<file path="src/rtl/code_matcher_4slot.sv">
// Scans the four 16-bit password slots for the entered code and reports match/slot.
// Also tracks consecutive failed attempts and enforces a timed lockout after too many.
module code_matcher_4slot #(
    parameter int MAX_FAILS   = 3,
    parameter int LOCK_CYCLES = 1000
) (
    input  logic        clk,
    input  logic        reset,
    input  logic        start,
    input  logic [15:0] code,
    output logic [1:0]  mem_idx,
    output logic        mem_enable,
    output logic        mem_wr,
    input  logic [15:0] mem_rdata,
    output logic        busy,
    output logic        done,
    output logic        match,
    output logic [1:0]  match_idx,
    output logic        locked,
    output logic [3:0]  fail_count
);

    localparam int TW = $clog2(LOCK_CYCLES + 1);

    typedef enum logic [1:0] {
        IDLE,
        SET,
        CMP,
        RESULT
    } state_t;

    state_t        state_q;
    logic [15:0]   code_q;
    logic [1:0]    k_q;
    logic [1:0]    mem_idx_q;
    logic          mem_enable_q;
    logic          busy_q;
    logic          done_q;
    logic          match_q;
    logic [1:0]    match_idx_q;
    logic          locked_q;
    logic [3:0]    fail_count_q;
    logic [TW-1:0] timer_q;

    logic          hit_d;
    logic [3:0]    fail_count_d;

    // An all-zero slot is empty, so a zero code can never unlock anything.
    assign hit_d = (mem_rdata == code_q) && (mem_rdata != 16'h0000);

    always_comb begin
        fail_count_d = fail_count_q;
        if (fail_count_q < 4'(MAX_FAILS)) begin
            fail_count_d = fail_count_q + 4'd1;
        end
    end

    always_ff @(posedge clk) begin
        if (reset) begin
            state_q      <= IDLE;
            code_q       <= 16'h0000;
            k_q          <= 2'd0;
            mem_idx_q    <= 2'd0;
            mem_enable_q <= 1'b0;
            busy_q       <= 1'b0;
            done_q       <= 1'b0;
            match_q      <= 1'b0;
            match_idx_q  <= 2'd0;
            locked_q     <= 1'b0;
            fail_count_q <= 4'd0;
            timer_q      <= '0;
        end else begin
            done_q <= 1'b0;

            // Lockout expiry also forgives the accumulated failures.
            if (locked_q) begin
                if (timer_q == TW'(1)) begin
                    locked_q     <= 1'b0;
                    timer_q      <= '0;
                    fail_count_q <= 4'd0;
                end else begin
                    timer_q <= timer_q - TW'(1);
                end
            end

            case (state_q)
                IDLE: begin
                    if (start && !locked_q) begin
                        code_q       <= code;
                        k_q          <= 2'd0;
                        mem_idx_q    <= 2'd0;
                        mem_enable_q <= 1'b1;
                        busy_q       <= 1'b1;
                        match_q      <= 1'b0;
                        state_q      <= SET;
                    end
                end
                SET: begin
                    state_q <= CMP;
                end
                CMP: begin
                    if (hit_d) begin
                        match_q      <= 1'b1;
                        match_idx_q  <= k_q;
                        fail_count_q <= 4'd0;
                        done_q       <= 1'b1;
                        mem_enable_q <= 1'b0;
                        state_q      <= RESULT;
                    end else if (k_q == 2'd3) begin
                        match_q      <= 1'b0;
                        fail_count_q <= fail_count_d;
                        if (fail_count_d == 4'(MAX_FAILS)) begin
                            locked_q <= 1'b1;
                            timer_q  <= TW'(LOCK_CYCLES);
                        end
                        done_q       <= 1'b1;
                        mem_enable_q <= 1'b0;
                        state_q      <= RESULT;
                    end else begin
                        k_q       <= k_q + 2'd1;
                        mem_idx_q <= k_q + 2'd1;
                        state_q   <= SET;
                    end
                end
                RESULT: begin
                    busy_q  <= 1'b0;
                    state_q <= IDLE;
                end
                default: begin
                    state_q <= IDLE;
                end
            endcase
        end
    end

    assign mem_idx    = mem_idx_q;
    assign mem_enable = mem_enable_q;
    assign mem_wr     = 1'b0;
    assign busy       = busy_q;
    assign done       = done_q;
    assign match      = match_q;
    assign match_idx  = match_idx_q;
    assign locked     = locked_q;
    assign fail_count = fail_count_q;

endmodule

</file>
<file path="config.mk">
export PLATFORM = sky130hd
export DESIGN_NAME = code_matcher_4slot
export DESIGN_NICKNAME = d
export VERILOG_FILES = /design/src/rtl/code_matcher_4slot.sv
export SDC_FILE = /design/constraint.sdc
export NUM_CORES = 1
export LEC_CHECK = 0
export BUFFER_PORTS_ARGS = -buffer_cell sky130_fd_sc_hd__buf_2
export CAP_MARGIN = 0
export CORE_ASPECT_RATIO = 0.8
export CORE_MARGIN = 5
export CORE_UTILIZATION = 45
export CTS_CLUSTER_DIAMETER = 80
export DETAILED_ROUTE_END_ITERATION = 7
export HOLD_SLACK_MARGIN = 0.03
export PLACE_DENSITY_LB_ADDON = 0.1
export REMOVE_ABC_BUFFERS = 1
export SYNTH_ARGS = -nofsm -noshare
export SYNTH_HDL_FRONTEND = slang
export SYNTH_SLANG_ARGS = --single-unit
</file>
<file path="constraint.sdc">
create_clock -name clk -period 5.5 [get_ports clk]
set_clock_uncertainty 0.2 [all_clocks]
set_input_delay 0.275 -clock clk [delete_from_list [all_inputs] [get_ports clk]]
set_output_delay 0.275 -clock clk [all_outputs]
set_load 0.01 [all_outputs]
</file>
# Word-level counts from Yosys, hierarchy flattened
# Cells that the tools add are included.
# word_totals
elab_cells	76
in_bits	35
reg_bits	41
out_inout_bits	14
# op_classes
mux	36
addsub	3
n_reduce_logical	13
order_cmp	1
eq_ne	11
n_bitwise	1
# op_table
op	n
10-bit two-way mux	6
4-bit two-way mux	6
16-bit == test	1
16-bit nonzero test	1
1-bit two-way mux	13
2-bit two-way mux	6
10-bit by 1-bit == test with 1-bit output, second input constant	1
10-bit by 1-bit subtractor with 10-bit output, second input constant	1
2-bit case mux with 4 select lines	1
2-bit == test, second input constant	3
2-bit inequality test, second input constant	3
1-bit case mux with 2 select lines	3
2-bit AND reduction	3
4-bit by 1-bit adder with 4-bit output, second input constant	1
4-bit by 2-bit == test with 1-bit output, second input constant	1
4-bit by 2-bit < comparator with 1-bit output, second input constant	1
2-bit case mux with 2 select lines	1
4-bit AND reduction	1
2-bit nonzero test	2
3-bit inequality test, second input constant	1
3-bit AND reduction	1
2-bit by 1-bit adder with 2-bit output, second input constant	1
2-bit by 1-bit == test with 1-bit output, second input constant	1
1-bit logical AND	2
other kinds (4)	4

# Logic depth before layout (Yosys ltp)
# logic_depth
depth_word	7
mapped_depth	7
depth_no_buf	6

# Least setup slack after synthesis
# Ideal clock, no wire load.
# synth_timing
path_type	reg-to-reg
startpoint	register fail_count_q[0] (netlist: fail_count[0])
endpoint	register locked_q (netlist: locked)
n_path_buf	0
arrival_ns	1.709
synth_period_minus_slack_ns	1.996
path_slack_ns	3.504
stages_incl_launch_ff	7
t_required_ns	5.213
setup_ns	0.087
path_cell_list	dfxtp_1 -> ha_1 -> or3b_1 -> a2111o_1 -> nor2_1 -> o21ai_2 -> o31ai_1
# synth_between
elab_chain_len	7
elab_cells_between_ends	8
cone_classes	add/sub: 1; order compare: 1; eq/ne: 1; mux: 5
# synth_rtl
element	line	rtl
start, declared	42	logic [3:0] fail_count_q;
start signal, assigned	111	fail_count_q <= fail_count_d;
4-bit by 1-bit adder with 4-bit output / 4-bit by 2-bit < comparator with 1-bit output (equally long branches)	54, 53	
4-bit two-way mux (*)	53	if (fail_count_q < 4'(MAX_FAILS)) begin
4-bit by 2-bit == test with 1-bit output (*)	112	if (fail_count_d == 4'(MAX_FAILS)) begin
1-bit two-way mux (*)	112	
1-bit two-way mux (*)	109	end else if (k_q == 2'd3) begin
1-bit two-way mux (*)	102	if (hit_d) begin
1-bit two-way mux (*)	86	case (state_q)
end signal, assigned	69	locked_q <= 1'b0;
end signal, assigned	78	locked_q <= 1'b0;
end signal, assigned	113	locked_q <= 1'b1;
end, declared	41	logic locked_q;
# Every way passes the cells marked *; elsewhere a longest branch is shown, timed or not.
# A chain may end at the register's enable or synchronous reset.

# Final worst setup path
# layout_timing
startpoint	register fail_count_q[0] (netlist: fail_count[0])
endpoint	register timer_q[6]
# layout_between
elab_chain_len	7
elab_cells_between_ends	8
cone_classes	add/sub: 1; order compare: 1; eq/ne: 1; mux: 5
# layout_rtl
element	line	rtl
4-bit by 1-bit adder with 4-bit output / 4-bit by 2-bit < comparator with 1-bit output (equally long branches)	54, 53	
4-bit two-way mux (*)	53	
4-bit by 2-bit == test with 1-bit output (*)	112	
10-bit two-way mux (*)	112	
10-bit two-way mux (*)	109	
10-bit two-way mux (*)	102	
10-bit two-way mux (*)	86	
end signal, assigned	82	timer_q <= timer_q - TW'(1);
end signal, assigned	114	timer_q <= TW'(LOCK_CYCLES);
end, declared	43	logic [TW-1:0] timer_q;
# Marks and branches as above.

==> impl_summary.log <==
INFO  metric floorplan.initialDensity = 0.471
INFO  metric period_needed = between 2 and 2.5 ns
INFO  metric timing.critical_path.slowest_stage_cell = sky130_fd_sc_hd__a2111o_1
INFO  metric worst_ep_arrival_time = between 2 and 2.5 ns
INFO  metric synthCells = 230
INFO  metric critical-path-max-stage-delay = 0.48 ns
INFO  metric fmaxAchievable = 470 MHz
INFO  metric edff_count_synth = 0
INFO  metric relSlewSlack = 0.503
INFO  metric fill_cells = 393
INFO  metric critical_path_endpoint_category = flip-flop
INFO  metric clock_latency = just under 0.3 ns
INFO  metric syn-cell-area = between 1500 and 2000 um^2
INFO  metric worst_slew_pin_slew = about 0.75 ns
INFO  metric worst_r2r_startpoint = fail_count[0]$_SDFF_PP0_
INFO  metric post_drt_via_cell_ratio = 4.98
INFO  metric status = completed
INFO  metric final_common_cell = sky130_fd_sc_hd__buf_2
INFO  metric distinct_cell_type_count_of_the_synthesized_netlist = 45
INFO  metric synth.top_cell.area_share = 0.412
INFO  metric synth-seq-area-share = 0.412
INFO  metric path_max_fanout = 7
INFO  metric fraction_of_registers_with_async_set_or_reset_after_synthesis = 0
INFO  metric ioPinCount = 49
INFO  metric drt-total-wl = 4420 um
INFO  metric setup_total_negative_slack = 0 ns
INFO  metric finalWeightedCongestion = around 0.79
INFO  metric hold_viol_final = 0
INFO  metric yosys_warns = 0
INFO  metric reg2reg_setup_slack = ~3.4 ns
INFO  metric drt_pass1_iterations = 5
INFO  metric critical_path.endpoint = timer_q[6]$_SDFF_PP0_
INFO  metric top_signal_layer_used = met4
INFO  metric area_delta_synth_final = 25.0%
INFO  metric clk_root_buffer_cell = sky130_fd_sc_hd__clkbuf_8
INFO  metric syn_avg_cell_area = between 8 and 9 um^2
INFO  metric worst_r2r_path_depth = 6
INFO  metric met2RoutedLength = about 1800 um
INFO  metric num_rows = 21
INFO  metric final_setup_violation_count = 0
INFO  metric worstPathCellList = ha_1, or3b_1, a2111o_1, nor2_1, o21ai_2, o21ai_0
INFO  metric detail_route.drc_violations = 0
INFO  metric antenna_violations_before_repair = 0
INFO  metric nets = between 300 and 400
INFO  metric area_of_the_core = ~4200 um^2
INFO  metric globalRouteTotalUtil = 0.154
INFO  metric critical_path_required = between 5 and 6 ns
INFO  metric tritoncts.num_buffers = 5
INFO  metric dp_hpwl = roughly 3300 um
INFO  metric yosysTopAreaCell = sky130_fd_sc_hd__dfxtp_1
INFO  metric floorplan.die_area = 5870 um^2
INFO  metric route.vias.total = 1717
INFO  metric slew_viol_final = 0
INFO  metric worst_path_dominant_cell_family = compound AO/OA/AOI/OAI gates
INFO  metric cts-root-to-sink-buffers = 2
INFO  metric timing.hold.worst.class = in2reg
INFO  metric path_buf_inv = 0
INFO  metric floorplan.die.width = approximately 84 um
INFO  metric tritoncts_clock_tree = yes
INFO  metric grt_setup_unrepaired = false
INFO  metric timing_worst_setup_path_type = reg2reg
INFO  metric max_cap_violations = 0
INFO  metric globalRouteOverflowTotal = 0
INFO  metric place.detailed.instances = approximately 320
INFO  metric final_cells = roughly 350
INFO  metric dieHeight = 69.5 um
INFO  metric final_util = 0.589
INFO  metric io_buffers = 47
INFO  metric dominantRegCellSynth = sky130_fd_sc_hd__dfxtp_1
INFO  metric routedWlPerCell = 12.8 um
INFO  metric share_of_the_clock_period_used_by_the_worst_path_after_layout = 0.387
INFO  metric vdd_drop_max = around 0.19 mV
INFO  metric dr.first_iter.drc_count = 85
INFO  metric cp-start-kind = flip-flop
INFO  metric clock-sinks = approximately 40
INFO  metric m1WireLength = about 2300 um
INFO  metric largest_net_degree_at_the_start_of_global_routing = 36
INFO  metric critical_path.startpoint = fail_count[0]$_SDFF_PP0_
INFO  metric timing.critical_path.depth = 6
INFO  metric deepest_level_of_the_cts_h_tree = 2
INFO  metric first_global_vias = 1581
INFO  metric cts_repair_resize_count = 0
INFO  metric synth-seq-cells = slightly above 40
INFO  metric route.met3.wl = 240 um
INFO  metric power_density = between 200 and 300 nW/um^2
INFO  metric cellLeakagePower = about 0.0010 uW
INFO  metric global_route_wire_length_before_repair = 7420 um
INFO  metric most_frequent_cells_in_the_layout = 47 x sky130_fd_sc_hd__buf_2, 41 x sky130_fd_sc_hd__dfxtp_1, 38 x sky130_fd_sc_hd__nand2_1
INFO  metric n_antenna_cell = 0
INFO  metric fraction_of_final_layout_cells_with_drive_strength_greater_than_1 = 0.222
INFO  metric crit-reg2reg-capture = timer_q[6]$_SDFF_PP0_
INFO  metric synth.top_cells.by_area = sky130_fd_sc_hd__dfxtp_1 41%, sky130_fd_sc_hd__nand2_1 7.2%, sky130_fd_sc_hd__a21oi_1 6.0%
INFO  metric clkSlewWorstSetupHoldPaths = roughly 0.070 ns
INFO  metric ant_nets = 0
[stage by stage]
stage / instance area (um^2) / hold slack (ns) / setup slack (ns) / power [uW]
5_1_grt: 2490 / 0.0478 / 3.28 / 662
6_report: 2490 / 0.0419 / 3.37 / 631
3_5_place_dp: 2250 / 0.260 / 3.40 / 385
3_3_place_gp: 2250 / 0.255 / 3.40 / 385
2_1_floorplan: 1940 / 0.144 / 3.50 / 355
4_1_cts: 2490 / 0.0319 / 3.37 / 639
[cell type report]
class / instances / area, um^2 / area share
inverters: 5 / 18.8 / 0.00753
multi-input cells: 174 / 1100 / 0.441
flip-flops and latches: 41 / 821 / 0.329
repair buffers: 60 / 365 / 0.147
clock buffers: 7 / 86.3 / 0.0346
clock inverters: 1 / 30.0 / 0.0120
well taps: 57 / 71.3 / 0.0286
[per-layer routing]
metal,global-route usage,vias to the layer above
met2,0.227,37
met1,0.221,755
li1,-,918
met5,0,-
met3,0.0392,7
met4,0.0475,0
[cell families after synthesis]
| logic type | after synthesis | synth area share |
|---|---|---|
| simple gates | 98 | 0.272 |
| compound gates | 47 | 0.147 |
| flops | 41 | 0.412 |
| xor+xnor | 24 | 0.105 |
| buf+inv | 15 | 0.0370 |
| fa+ha+maj | 4 | 0.0251 |
| other cells | 1 | 0.00188 |
[tightest hold or removal path, delay by kind of cell]
| kind | cells | cell delay, ns |
|---|---|---|
| buffers and inverters | 1 | 0.10 |
| AOI/OAI and AO/OA | 1 | 0.05 |
| and+or+nand+nor | 1 | 0.06 |
[worst min path at each step]
stage / from / endpoint / slack (ns) / cells past startpoint
6_report: code[0] / code_q[0]$_SDFFE_PP0P_ / 0.04 / 3
5_1_grt: code[1] / code_q[1]$_SDFFE_PP0P_ / 0.05 / 3
4_1_cts: code[0] / code_q[0]$_SDFFE_PP0P_ / 0.03 / 3
3_5_place_dp: code_q[15]$_SDFFE_PP0P_ / code_q[15]$_SDFFE_PP0P_ / 0.26 / 2
3_3_place_gp: match$_SDFFE_PP0P_ / match$_SDFFE_PP0P_ / 0.26 / 2
2_1_floorplan: reset / code_q[0]$_SDFFE_PP0P_ / 0.14 / 1
[Yosys cell counts, types with 5 or more instances]
| cell type | n |
|---|---|
| sky130_fd_sc_hd__nor4_1 | 9 |
| sky130_fd_sc_hd__clkbuf_1 | 5 |
| sky130_fd_sc_hd__inv_1 | 5 |
| sky130_fd_sc_hd__dfxtp_1 | 41 |
| sky130_fd_sc_hd__nand3_1 | 8 |
| sky130_fd_sc_hd__xnor2_1 | 13 |
| sky130_fd_sc_hd__nand2_1 | 38 |
| sky130_fd_sc_hd__nor2_1 | 11 |
| sky130_fd_sc_hd__a21oi_1 | 24 |
| sky130_fd_sc_hd__nor3_1 | 7 |
| sky130_fd_sc_hd__o21ai_0 | 11 |
| sky130_fd_sc_hd__xor2_1 | 11 |
[where the power goes]
part           switching (uW)  total (uW)  internal, uW  leakage (uW)
Sequential               8.29         315           307      0.000334
Clock                    98.3         246           148     0.0000585
Combinational            36.2        69.5          33.3      0.000640
Total                     143         631           488       0.00103
[repair_timing]
action	4_1_cts	5_1_grt
hold buffers	13	0
endpoints found under the setup margin	0	0
hold endpoints to repair	13	0
setup buffers	0	0
[flip-flops by register name (all words and copies together) (netlist names), 2 cells and up]
| name | count |
|---|---|
| fail_count | 4 |
| code_q | 16 |
| match_idx | 2 |
| timer_q | 10 |
| mem_idx | 2 |
| state_q | 2 |
(Power assumes the default switching activity.)
